===== src/rtl/fetch_decode_unit_pkg.sv =====
// ---------------------------------------------------------------------------
// fetch_decode_unit_pkg
// Shared definitions for the fetch/decode unit: widths, RV32I opcode
// constants, execute-stage control encodings (ALUOp / ALUSrc / ALUSrc1 /
// PCSrc), FSM state encoding and the decoded-instruction bundle.
// No ports (package).
// ---------------------------------------------------------------------------
package fetch_decode_unit_pkg;

  localparam int XLEN       = 32;
  localparam int ALUOPWIDTH = 3;

  // Major opcodes (instr[6:0])
  localparam logic [6:0] OPC_R     = 7'b0110011;
  localparam logic [6:0] OPC_I     = 7'b0010011;
  localparam logic [6:0] OPC_B     = 7'b1100011;
  localparam logic [6:0] OPC_JAL   = 7'b1101111;
  localparam logic [6:0] OPC_JALR  = 7'b1100111;
  localparam logic [6:0] OPC_LOAD  = 7'b0000011;
  localparam logic [6:0] OPC_STORE = 7'b0100011;
  localparam logic [6:0] OPC_LUI   = 7'b0110111;
  localparam logic [6:0] OPC_AUIPC = 7'b0010111;

  // ALUOp codes
  localparam logic [ALUOPWIDTH-1:0] ALUOP_R      = 3'd0;
  localparam logic [ALUOPWIDTH-1:0] ALUOP_I      = 3'd1;
  localparam logic [ALUOPWIDTH-1:0] ALUOP_BRANCH = 3'd2;
  localparam logic [ALUOPWIDTH-1:0] ALUOP_J      = 3'd3;
  localparam logic [ALUOPWIDTH-1:0] ALUOP_MEM    = 3'd4;

  // Second ALU operand select
  localparam logic [1:0] ALUSRC_REG  = 2'd0;
  localparam logic [1:0] ALUSRC_IMM  = 2'd1;
  localparam logic [1:0] ALUSRC_FOUR = 2'd2;

  // First ALU operand select
  localparam logic [1:0] ALUSRC1_REG  = 2'd0;
  localparam logic [1:0] ALUSRC1_ZERO = 2'd1;
  localparam logic [1:0] ALUSRC1_PC   = 2'd2;

  // Branch/jump target base
  localparam logic PCSRC_PPC = 1'b0;
  localparam logic PCSRC_REG = 1'b1;

  typedef enum logic [2:0] {
    IDLE    = 3'd0,
    FETCH   = 3'd1,
    DECODE  = 3'd2,
    WAIT_BR = 3'd3,
    TRAP    = 3'd4
  } state_t;

  typedef struct packed {
    logic [ALUOPWIDTH-1:0] alu_op;
    logic [1:0]            alu_src;
    logic [1:0]            alu_src1;
    logic                  pc_src;
    logic [2:0]            funct3;
    logic [6:0]            funct7;
    logic [XLEN-1:0]       imm32;
    logic [4:0]            rs1;
    logic [4:0]            rs2;
    logic [4:0]            rd;
    logic                  reg_write;
    logic                  is_ctrl;   // branch / JAL / JALR: wait for resolution
    logic                  illegal;
  } decode_t;

  // Sequential PC step; wraps modulo 2^32 naturally.
  function automatic logic [XLEN-1:0] pc_step(input logic [XLEN-1:0] pc);
    return pc + 32'd4;
  endfunction

endpackage


===== src/rtl/fetch_decode_unit_instr_decoder.sv =====
// ---------------------------------------------------------------------------
// instr_decoder
// Purely combinational RV32I decoder producing execute-stage controls.
//   instr : 32-bit instruction word
//   dec   : decoded control bundle (decode_t)
// Register/funct3 fields are passed through raw for every format; an
// unrecognised opcode yields illegal=1 with all controls (incl. reg_write) 0.
// ---------------------------------------------------------------------------
module instr_decoder
  import fetch_decode_unit_pkg::*;
(
  input  logic [XLEN-1:0] instr,
  output decode_t         dec
);

  always_comb begin
    dec        = '0;
    dec.funct3 = instr[14:12];
    dec.rs1    = instr[19:15];
    dec.rs2    = instr[24:20];
    dec.rd     = instr[11:7];

    case (instr[6:0])
      OPC_R: begin
        dec.alu_op    = ALUOP_R;
        dec.alu_src   = ALUSRC_REG;
        dec.alu_src1  = ALUSRC1_REG;
        dec.funct7    = instr[31:25];
        dec.reg_write = 1'b1;
      end
      OPC_I: begin
        dec.alu_op    = ALUOP_I;
        dec.alu_src   = ALUSRC_IMM;
        dec.alu_src1  = ALUSRC1_REG;
        dec.imm32     = {{20{instr[31]}}, instr[31:20]};
        // Only shifts carry a meaningful funct7 (SRAI vs SRLI); for other
        // I-ops those bits are immediate and must not leak into funct7.
        if (instr[14:12] == 3'b001 || instr[14:12] == 3'b101)
          dec.funct7 = instr[31:25];
        dec.reg_write = 1'b1;
      end
      OPC_B: begin
        dec.alu_op   = ALUOP_BRANCH;
        dec.alu_src  = ALUSRC_REG;
        dec.alu_src1 = ALUSRC1_REG;
        dec.pc_src   = PCSRC_PPC;
        dec.imm32    = {{19{instr[31]}}, instr[31], instr[7],
                        instr[30:25], instr[11:8], 1'b0};
        dec.is_ctrl  = 1'b1;
      end
      OPC_JAL: begin
        dec.alu_op    = ALUOP_J;
        dec.alu_src   = ALUSRC_FOUR;
        dec.alu_src1  = ALUSRC1_PC;
        dec.pc_src    = PCSRC_PPC;
        dec.imm32     = {{11{instr[31]}}, instr[31], instr[19:12],
                         instr[20], instr[30:21], 1'b0};
        dec.reg_write = 1'b1;
        dec.is_ctrl   = 1'b1;
      end
      OPC_JALR: begin
        dec.alu_op    = ALUOP_J;
        dec.alu_src   = ALUSRC_FOUR;
        dec.alu_src1  = ALUSRC1_PC;
        dec.pc_src    = PCSRC_REG;
        dec.imm32     = {{20{instr[31]}}, instr[31:20]};
        dec.reg_write = 1'b1;
        dec.is_ctrl   = 1'b1;
      end
      OPC_LOAD: begin
        dec.alu_op    = ALUOP_MEM;
        dec.alu_src   = ALUSRC_IMM;
        dec.alu_src1  = ALUSRC1_REG;
        dec.imm32     = {{20{instr[31]}}, instr[31:20]};
        dec.reg_write = 1'b1;
      end
      OPC_STORE: begin
        dec.alu_op   = ALUOP_MEM;
        dec.alu_src  = ALUSRC_IMM;
        dec.alu_src1 = ALUSRC1_REG;
        dec.imm32    = {{20{instr[31]}}, instr[31:25], instr[11:7]};
      end
      OPC_LUI: begin
        dec.alu_op    = ALUOP_MEM;
        dec.alu_src   = ALUSRC_IMM;
        dec.alu_src1  = ALUSRC1_ZERO;
        dec.imm32     = {instr[31:12], 12'b0};
        dec.reg_write = 1'b1;
      end
      OPC_AUIPC: begin
        dec.alu_op    = ALUOP_MEM;
        dec.alu_src   = ALUSRC_IMM;
        dec.alu_src1  = ALUSRC1_PC;
        dec.imm32     = {instr[31:12], 12'b0};
        dec.reg_write = 1'b1;
      end
      default: dec.illegal = 1'b1;
    endcase
  end

endmodule


===== src/rtl/fetch_decode_unit.sv =====
// ---------------------------------------------------------------------------
// fetch_decode_unit
// Single-issue fetch/decode front end: holds the PC, fetches one instruction
// at a time over a req/ack handshake, presents it decoded to the execute
// stage over a valid/ready handshake and waits for branch resolution on
// control-flow instructions. Illegal opcodes lock the unit in TRAP until rst.
//   clk, rst                         : clock, sync active-high reset
//   imem_req/addr/ack/rdata          : instruction fetch handshake
//   dec_valid/ready/pc/illegal       : decoded-instruction handshake
//   ALUOp..reg_write                 : execute-stage controls
//   br_valid/taken/target            : branch/jump resolution from the ALU
// ---------------------------------------------------------------------------
module fetch_decode_unit
  import fetch_decode_unit_pkg::*;
#(
  parameter logic [31:0] RESET_VECTOR = 32'h0000_0000
) (
  input  logic                  clk,
  input  logic                  rst,
  output logic                  imem_req,
  output logic [31:0]           imem_addr,
  input  logic                  imem_ack,
  input  logic [31:0]           imem_rdata,
  output logic                  dec_valid,
  input  logic                  dec_ready,
  output logic [31:0]           dec_pc,
  output logic                  dec_illegal,
  output logic [ALUOPWIDTH-1:0] ALUOp,
  output logic [1:0]            ALUSrc,
  output logic [1:0]            ALUSrc1,
  output logic                  PCSrc,
  output logic [2:0]            funct3,
  output logic [6:0]            funct7,
  output logic [31:0]           imm32,
  output logic [4:0]            rs1,
  output logic [4:0]            rs2,
  output logic [4:0]            rd,
  output logic                  reg_write,
  input  logic                  br_valid,
  input  logic                  br_taken,
  input  logic [31:0]           br_target
);

  state_t      state_q, state_d;
  logic [31:0] pc_q;
  logic [31:0] instr_q;
  decode_t     dec;

  // Targets are forced word-aligned, so the low bits are never consumed.
  logic        unused_br_lsbs;
  assign unused_br_lsbs = ^br_target[1:0];

  instr_decoder u_instr_decoder (
    .instr (instr_q),
    .dec   (dec)
  );

  always_ff @(posedge clk) begin
    if (rst) state_q <= IDLE;
    else     state_q <= state_d;
  end

  always_comb begin
    state_d = state_q;
    case (state_q)
      IDLE:    state_d = FETCH;
      FETCH:   if (imem_ack) state_d = DECODE;
      DECODE: begin
        if (dec_ready) begin
          if (dec.illegal)      state_d = TRAP;
          else if (dec.is_ctrl) state_d = WAIT_BR;
          else                  state_d = FETCH;
        end
      end
      WAIT_BR: if (br_valid) state_d = FETCH;
      TRAP:    state_d = TRAP;
      default: state_d = IDLE;
    endcase
  end

  // PC and instruction register; ack/br_valid only matter in their own state.
  always_ff @(posedge clk) begin
    if (rst) begin
      pc_q    <= RESET_VECTOR;
      instr_q <= '0;
    end else begin
      if (state_q == FETCH && imem_ack)
        instr_q <= imem_rdata;
      if (state_q == DECODE && dec_ready && !dec.illegal && !dec.is_ctrl)
        pc_q <= pc_step(pc_q);
      if (state_q == WAIT_BR && br_valid)
        pc_q <= br_taken ? {br_target[31:2], 2'b00} : pc_step(pc_q);
    end
  end

  // Outputs are zero outside the state that owns them; decode controls come
  // from the held instruction register so they stay stable across stalls.
  always_comb begin
    imem_req    = 1'b0;
    imem_addr   = '0;
    dec_valid   = 1'b0;
    dec_pc      = '0;
    dec_illegal = 1'b0;
    ALUOp       = '0;
    ALUSrc      = '0;
    ALUSrc1     = '0;
    PCSrc       = 1'b0;
    funct3      = '0;
    funct7      = '0;
    imm32       = '0;
    rs1         = '0;
    rs2         = '0;
    rd          = '0;
    reg_write   = 1'b0;
    case (state_q)
      FETCH: begin
        imem_req  = 1'b1;
        imem_addr = pc_q;
      end
      DECODE: begin
        dec_valid   = 1'b1;
        dec_pc      = pc_q;
        dec_illegal = dec.illegal;
        ALUOp       = dec.alu_op;
        ALUSrc      = dec.alu_src;
        ALUSrc1     = dec.alu_src1;
        PCSrc       = dec.pc_src;
        funct3      = dec.funct3;
        funct7      = dec.funct7;
        imm32       = dec.imm32;
        rs1         = dec.rs1;
        rs2         = dec.rs2;
        rd          = dec.rd;
        reg_write   = dec.reg_write;
      end
      TRAP:    dec_illegal = 1'b1;
      default: ;
    endcase
  end

endmodule

===== config.mk =====
export PLATFORM = sky130hd
export DESIGN_NAME = fetch_decode_unit
export DESIGN_NICKNAME = d
export VERILOG_FILES = /design/src/rtl/fetch_decode_unit_pkg.sv /design/src/rtl/fetch_decode_unit_instr_decoder.sv /design/src/rtl/fetch_decode_unit.sv
export SDC_FILE = /design/constraint.sdc
export NUM_CORES = 1
export LEC_CHECK = 0
export CORE_MARGIN = 2
export CORE_UTILIZATION = 46
export CTS_BUF_LIST = sky130_fd_sc_hd__clkbuf_2
export CTS_CLUSTER_SIZE = 20
export DETAILED_ROUTE_END_ITERATION = 6
export PLACE_DENSITY_LB_ADDON = 0.15
export SYNTH_ARGS = -nofsm -noshare
export SYNTH_HDL_FRONTEND = slang
export SYNTH_SLANG_ARGS = --single-unit

===== constraint.sdc =====
create_clock -name clk -period 3.7 [get_ports clk]
set_clock_uncertainty 0.15 [all_clocks]
set_input_delay 0.925 -clock clk [delete_from_list [all_inputs] [get_ports clk]]
set_output_delay 0.925 -clock clk [all_outputs]
set_load 0.01 [all_outputs]

Word level (Yosys, flattened, before mapping). Index checks and enable logic that the tools add are counted.

$add $sub $neg: 1. Eq/ne operators: 18. Multiplexer cells: 33. Reduce and logical (&&, ||, !) cells: 17.

Operator list (number): 32-bit 2-to-1 mux (6); 32-bit one-hot mux with 5 select lines (1); 7-bit one-hot mux with 6 select lines (1); 32-bit by 3-bit adder with 32-bit output, second input constant (1); 7-bit by 6-bit equality test with 1-bit output, second input constant (3); 7-bit equality test, second input constant (3); 3-bit 2-to-1 mux (6); 5-bit 2-to-1 mux (3); 3-bit one-hot mux with 5 select lines (1); 7-bit by 5-bit equality test with 1-bit output, second input constant (2); 7-bit 2-to-1 mux (2); 7-bit one-hot mux with 2 select lines (1); 9-bit OR reduction (1); 1-bit 2-to-1 mux (8); 7-bit by 2-bit equality test with 1-bit output, second input constant (1); 7-bit OR reduction (1); 3-bit by 1-bit equality test with 1-bit output, second input constant (2); 3-bit by 2-bit equality test with 1-bit output, second input constant (2); 3-bit equality test, second input constant (2); 2-bit 2-to-1 mux (3); 2-bit != test, second input constant (3); 2-bit OR reduction (3); 3-bit OR reduction (2); 1-bit logical AND (5); 6 further kinds (6).

Register bits after elaboration: 67. Input port bits: 70. Output and inout port bits: 133. Logic and storage cells: 72.

Depth between registers and ports, before layout.
Depth in word-level cells: 7. Gate-level depth with buffers: 8. Mapped depth without buffers: 6.

Cells and area by module. A second synthesis with hierarchy kept.

Cell total of the unflattened synthesis: 681. Area, all modules: 5018.6 um^2.

Modules (own cells, without submodules): fetch_decode_unit (times used 1, cells an instance 562, area an instance 4083.9 um^2, seq. area each 1301.2 um^2); instr_decoder (times used 1, cells an instance 119, area an instance 934.6 um^2, seq. area each 0.0 um^2).

Least setup slack after synthesis. Ideal clock, no wire load.

Kind: reg2out. From: register instr_q[2]. To: output imm32[12]. Arrival time: 1.741 ns. Data required time: 2.625 ns. Setup slack: 0.884 ns. Cell stages (with the launch flop): 8. Path buffers: 2. Path through: dfxtp_1 -> buf_2 -> inv_1 -> or4_1 -> clkbuf_1 -> o21bai_2 -> a21oi_1 -> nor2_1.

Longest elaborated chain between the ends: 4. Elaborated cells on any way between the ends: 12. Classes of those cells: eq/ne: 8; mux: 2; reduce/logical: 2.

RTL lines: start: declaration (RTL line fetch_decode_unit.sv:46) `logic [31:0] instr_q;`; start signal: assignment (RTL line fetch_decode_unit.sv:88) `instr_q <= imem_rdata;`; 7-bit by 5-bit equality test with 1-bit output, or another cell as far along (RTL line fetch_decode_unit_instr_decoder.sv:23) `case (instr[6:0])`; 3-bit OR reduction (no source line) or 2-bit OR reduction (tied branches); 32-bit one-hot mux with 5 select lines * (RTL line fetch_decode_unit_instr_decoder.sv:23); 32-bit 2-to-1 mux * (RTL line fetch_decode_unit.sv:115) `case (state_q)`; end: declaration (RTL line fetch_decode_unit.sv:34) `output logic [31:0] imm32,`.

Mark *: on every way between the ends. The rest lies on a longest branch, timed or not.

Worst setup path in the final report.
From: register instr_q[4]. To: output imm32[19].

The elaborated chain is that of the path after synthesis.

==> impl_metrics.json <==
{
  "crit_chain": "buf_4 -> or4_4 -> o21bai_4 -> a21oi_1 -> nor2_1 -> clkdlybuf4s50_1",
  "gp_congestion": 0.904,
  "utilization_pct": 73.1,
  "max_freq_mhz": 273,
  "p_per_area_nw_per_um2": 215,
  "start_util_pct": 47.4,
  "cts_tree": "yes",
  "grt_pass1_wl_um": 23600,
  "diodes": 0,
  "min_period_ns": 3.66,
  "holdWs_ns": 0.333,
  "firstDrtPassIters": 5,
  "pwr-share-clk_pct": 29.5,
  "fin_cells": 954,
  "die_h_um": 102,
  "finalWorstSetupSlack_ns": 0.0371,
  "clock_sinks": 65,
  "core-area_um2": 9240,
  "relSlewSlack_pct": 53.8,
  "drtAntennaViolNets": 0,
  "async_reset_ff_share_pct": 0,
  "pre_cts_ws_ns": 0.269,
  "slowest_stage": "or4_4",
  "reg2reg_from": "pc_q[3]",
  "yosys_register_bits": 65,
  "synth_cells": 638,
  "cp_slowest_stage_delay_ns": 0.55,
  "synth_top_flop_cell": "dfxtp_1",
  "crit_type": "flip-flop to primary output",
  "grt_usage_pct": 28.6,
  "tns_ns": 0,
  "grt_max_degree": 35,
  "die_area_um2": 10300,
  "crit_fanout": 8,
  "setup-violations-final": 0,
  "cts_root_buffer": "clkbuf_2",
  "cp.arrival_ns": 2.59,
  "period_share_pct": 99.0,
  "ios": 203,
  "hold_path.class": "flip-flop to flip-flop",
  "worst_slew_pin_slew_ns": 0.692,
  "pwr-share-seq_pct": 53.0,
  "wire_per_inst_um": 16.4,
  "placed_cells": 926,
  "routed_via_density": 5.57,
  "clk_latency_ns": 0.49,
  "overflow": 0,
  "rows": 35,
  "nFillCells": 759,
  "die_w_um": 102,
  "holdCritStartpoint": "instr_q[17]",
  "status": "complete, no violations",
  "yosysUniqueCellTypes": 57,
  "crit_start": "instr_q[4]",
  "hpwl_um": 11100,
  "drc_errors": 0,
  "hold_violations": 0,
  "syn_avg_cell_area_um2": 6.86,
  "synth_seq_area_share_pct": 29.7,
  "grt_pass1_vias": 4805,
  "drv_slew": 0,
  "drt_iter0_markers": 294,
  "p_leak_uw": 0.00264,
  "synth_warnings": 0,
  "cts_hold_buf": 0,
  "synth_edf_count": 0,
  "end_kind": "primary output",
  "cts.path.max_buffers": 2,
  "p_comb_share_pct": 17.4,
  "fin_nets": 891,
  "ir_drop_mv": 0.205,
  "drive_gt1_share_pct": 9.58,
  "swShare_pct": 29.4,
  "start_kind": "flip-flop",
  "syn_area_um2": 4380,
  "cts_made_buffers": 9,
  "clkTransAtPathRegs_ns": 0.17,
  "cts_max_level": 3,
  "place.port_buffers": 196,
  "switchingPower_uw": 427,
  "antenna_found_initial": 0,
  "p_int_uw": 1020,
  "area_growth_pct": 54.4,
  "vias": 5315,
  "required_ns": 2.62,
  "drv_cap": 0,
  "finalWirelength_um": 15600
}
## placed cells by master (no fill, tap or decap), types with 5 or more instances in the layout
| cell | instances |
|---|---|
| nand2_2 | 5 |
| buf_4 | 24 |
| dlymetal6s2s_1 | 21 |
| a31oi_1 | 13 |
| a211oi_1 | 9 |
| a22oi_1 | 11 |
| and2_1 | 82 |
| inv_1 | 6 |
| and3_1 | 16 |
| clkdlybuf4s50_1 | 172 |
| clkbuf_2 | 12 |
| nor2_1 | 42 |
| nand4_1 | 9 |
| nand2_1 | 113 |
| a21o_1 | 5 |
| nor3_1 | 6 |
| o21ai_0 | 25 |
| dfxtp_1 | 59 |
| or4_1 | 5 |
| or3_1 | 9 |
| a21oi_1 | 74 |
| nand3_1 | 18 |
## layout make-up
cell class | instances | area, um^2 | share of cell area (%)
Timing Repair Buffer | 224 | 2240 | 33.2
Multi-Input combinational cell | 513 | 2910 | 43.0
Clock inverter | 4 | 43.8 | 0.648
Clock buffer | 12 | 60.1 | 0.889
Sequential cell | 65 | 1320 | 19.5
Tap cell | 129 | 161 | 2.39
Inverter | 7 | 26.3 | 0.389
## cell families (layout without fill, tap and decap cells)
logic type | Yosys count | after routing | synth area share, %
xor gates and xnor gates | 4 | 4 | 0.801
and+or+nand+nor | 340 | 341 | 40.1
DFF | 65 | 65 | 29.7
muxes | 1 | 1 | 0.257
buffers and inverters | 64 | 247 | 6.60
AOI/OAI and AO/OA | 162 | 162 | 22.2
adders and majority gates | 1 | 1 | 0.286
other | 1 | 4 | 0.0857
## worst max-delay path: cells and delay by family, from the launching register on
kind            cells  cell delay (ns)
buf+inv             2             0.70
simple gates        2             0.64
flops               1             0.41
compound gates      2             0.35
## flip-flops by register name (all words and copies together) (netlist names)
signal,cells
instr_q,32
state_q,3
pc_q,30
## synth_stat cells, drive strengths merged, types with 5 or more instances
master | n | area (um^2)
nand2 | 117 | 442
and2 | 85 | 532
a21oi | 75 | 375
dfxtp | 65 | 1300
nor2 | 42 | 158
clkbuf | 37 | 140
o21ai | 28 | 140
buf | 20 | 123
nand3 | 20 | 110
and3 | 16 | 100
a31oi | 13 | 81.3
a22oi | 11 | 82.6
nor3 | 10 | 60.1
a211oi | 9 | 67.6
nand4 | 9 | 56.3
or3 | 9 | 56.3
inv | 6 | 22.5
or4 | 6 | 45.0
a21o | 5 | 37.5
nand2b | 5 | 31.3
nor2b | 5 | 31.3
## power groups by stage
stage                     Combinational, uW  Clock [uW]  Sequential, uW
after global placement                  230           0             781
after floorplan                         124           0             766
after detailed placement                237           0             783
after CTS                               240         429             770
final                                   253         429             769
after global routing                    273         464             775
## repair_timing
item | 4_1_cts | 5_1_grt
gates resized for setup | 21 | 39
gates cloned | 1 | 0
buffers inserted | 0 | 11
setup endpoints to repair | 76 | 106
pin swaps | 3 | 7
## per-stage QoR
step                      instance area, um^2  power (uW)
after detailed placement                 6390        1020
after CTS                                6560        1440
after global routing                     6760        1510
final                                    6760        1450
after floorplan                          4390         889
after global placement                   6390        1010
## worst paths after layout
path	slack [ns]	depth (start not counted)	end
min reg2reg	0.33	2	instr_q[17]
max	0.04	6	imm32[19]
min	0.33	2	instr_q[17]
max reg2reg	1.16	6	pc_q[20]
## routing by layer
metal  wire length (um)  up-vias  track usage, %
li1                   -     2586               -
met1               6610     2458            37.3
met2               7480      247            47.5
met3               1250       24            5.45
met4                303        0            9.46
met5                  0        -               0
Note: power is estimated with default switching activity, not from simulation.
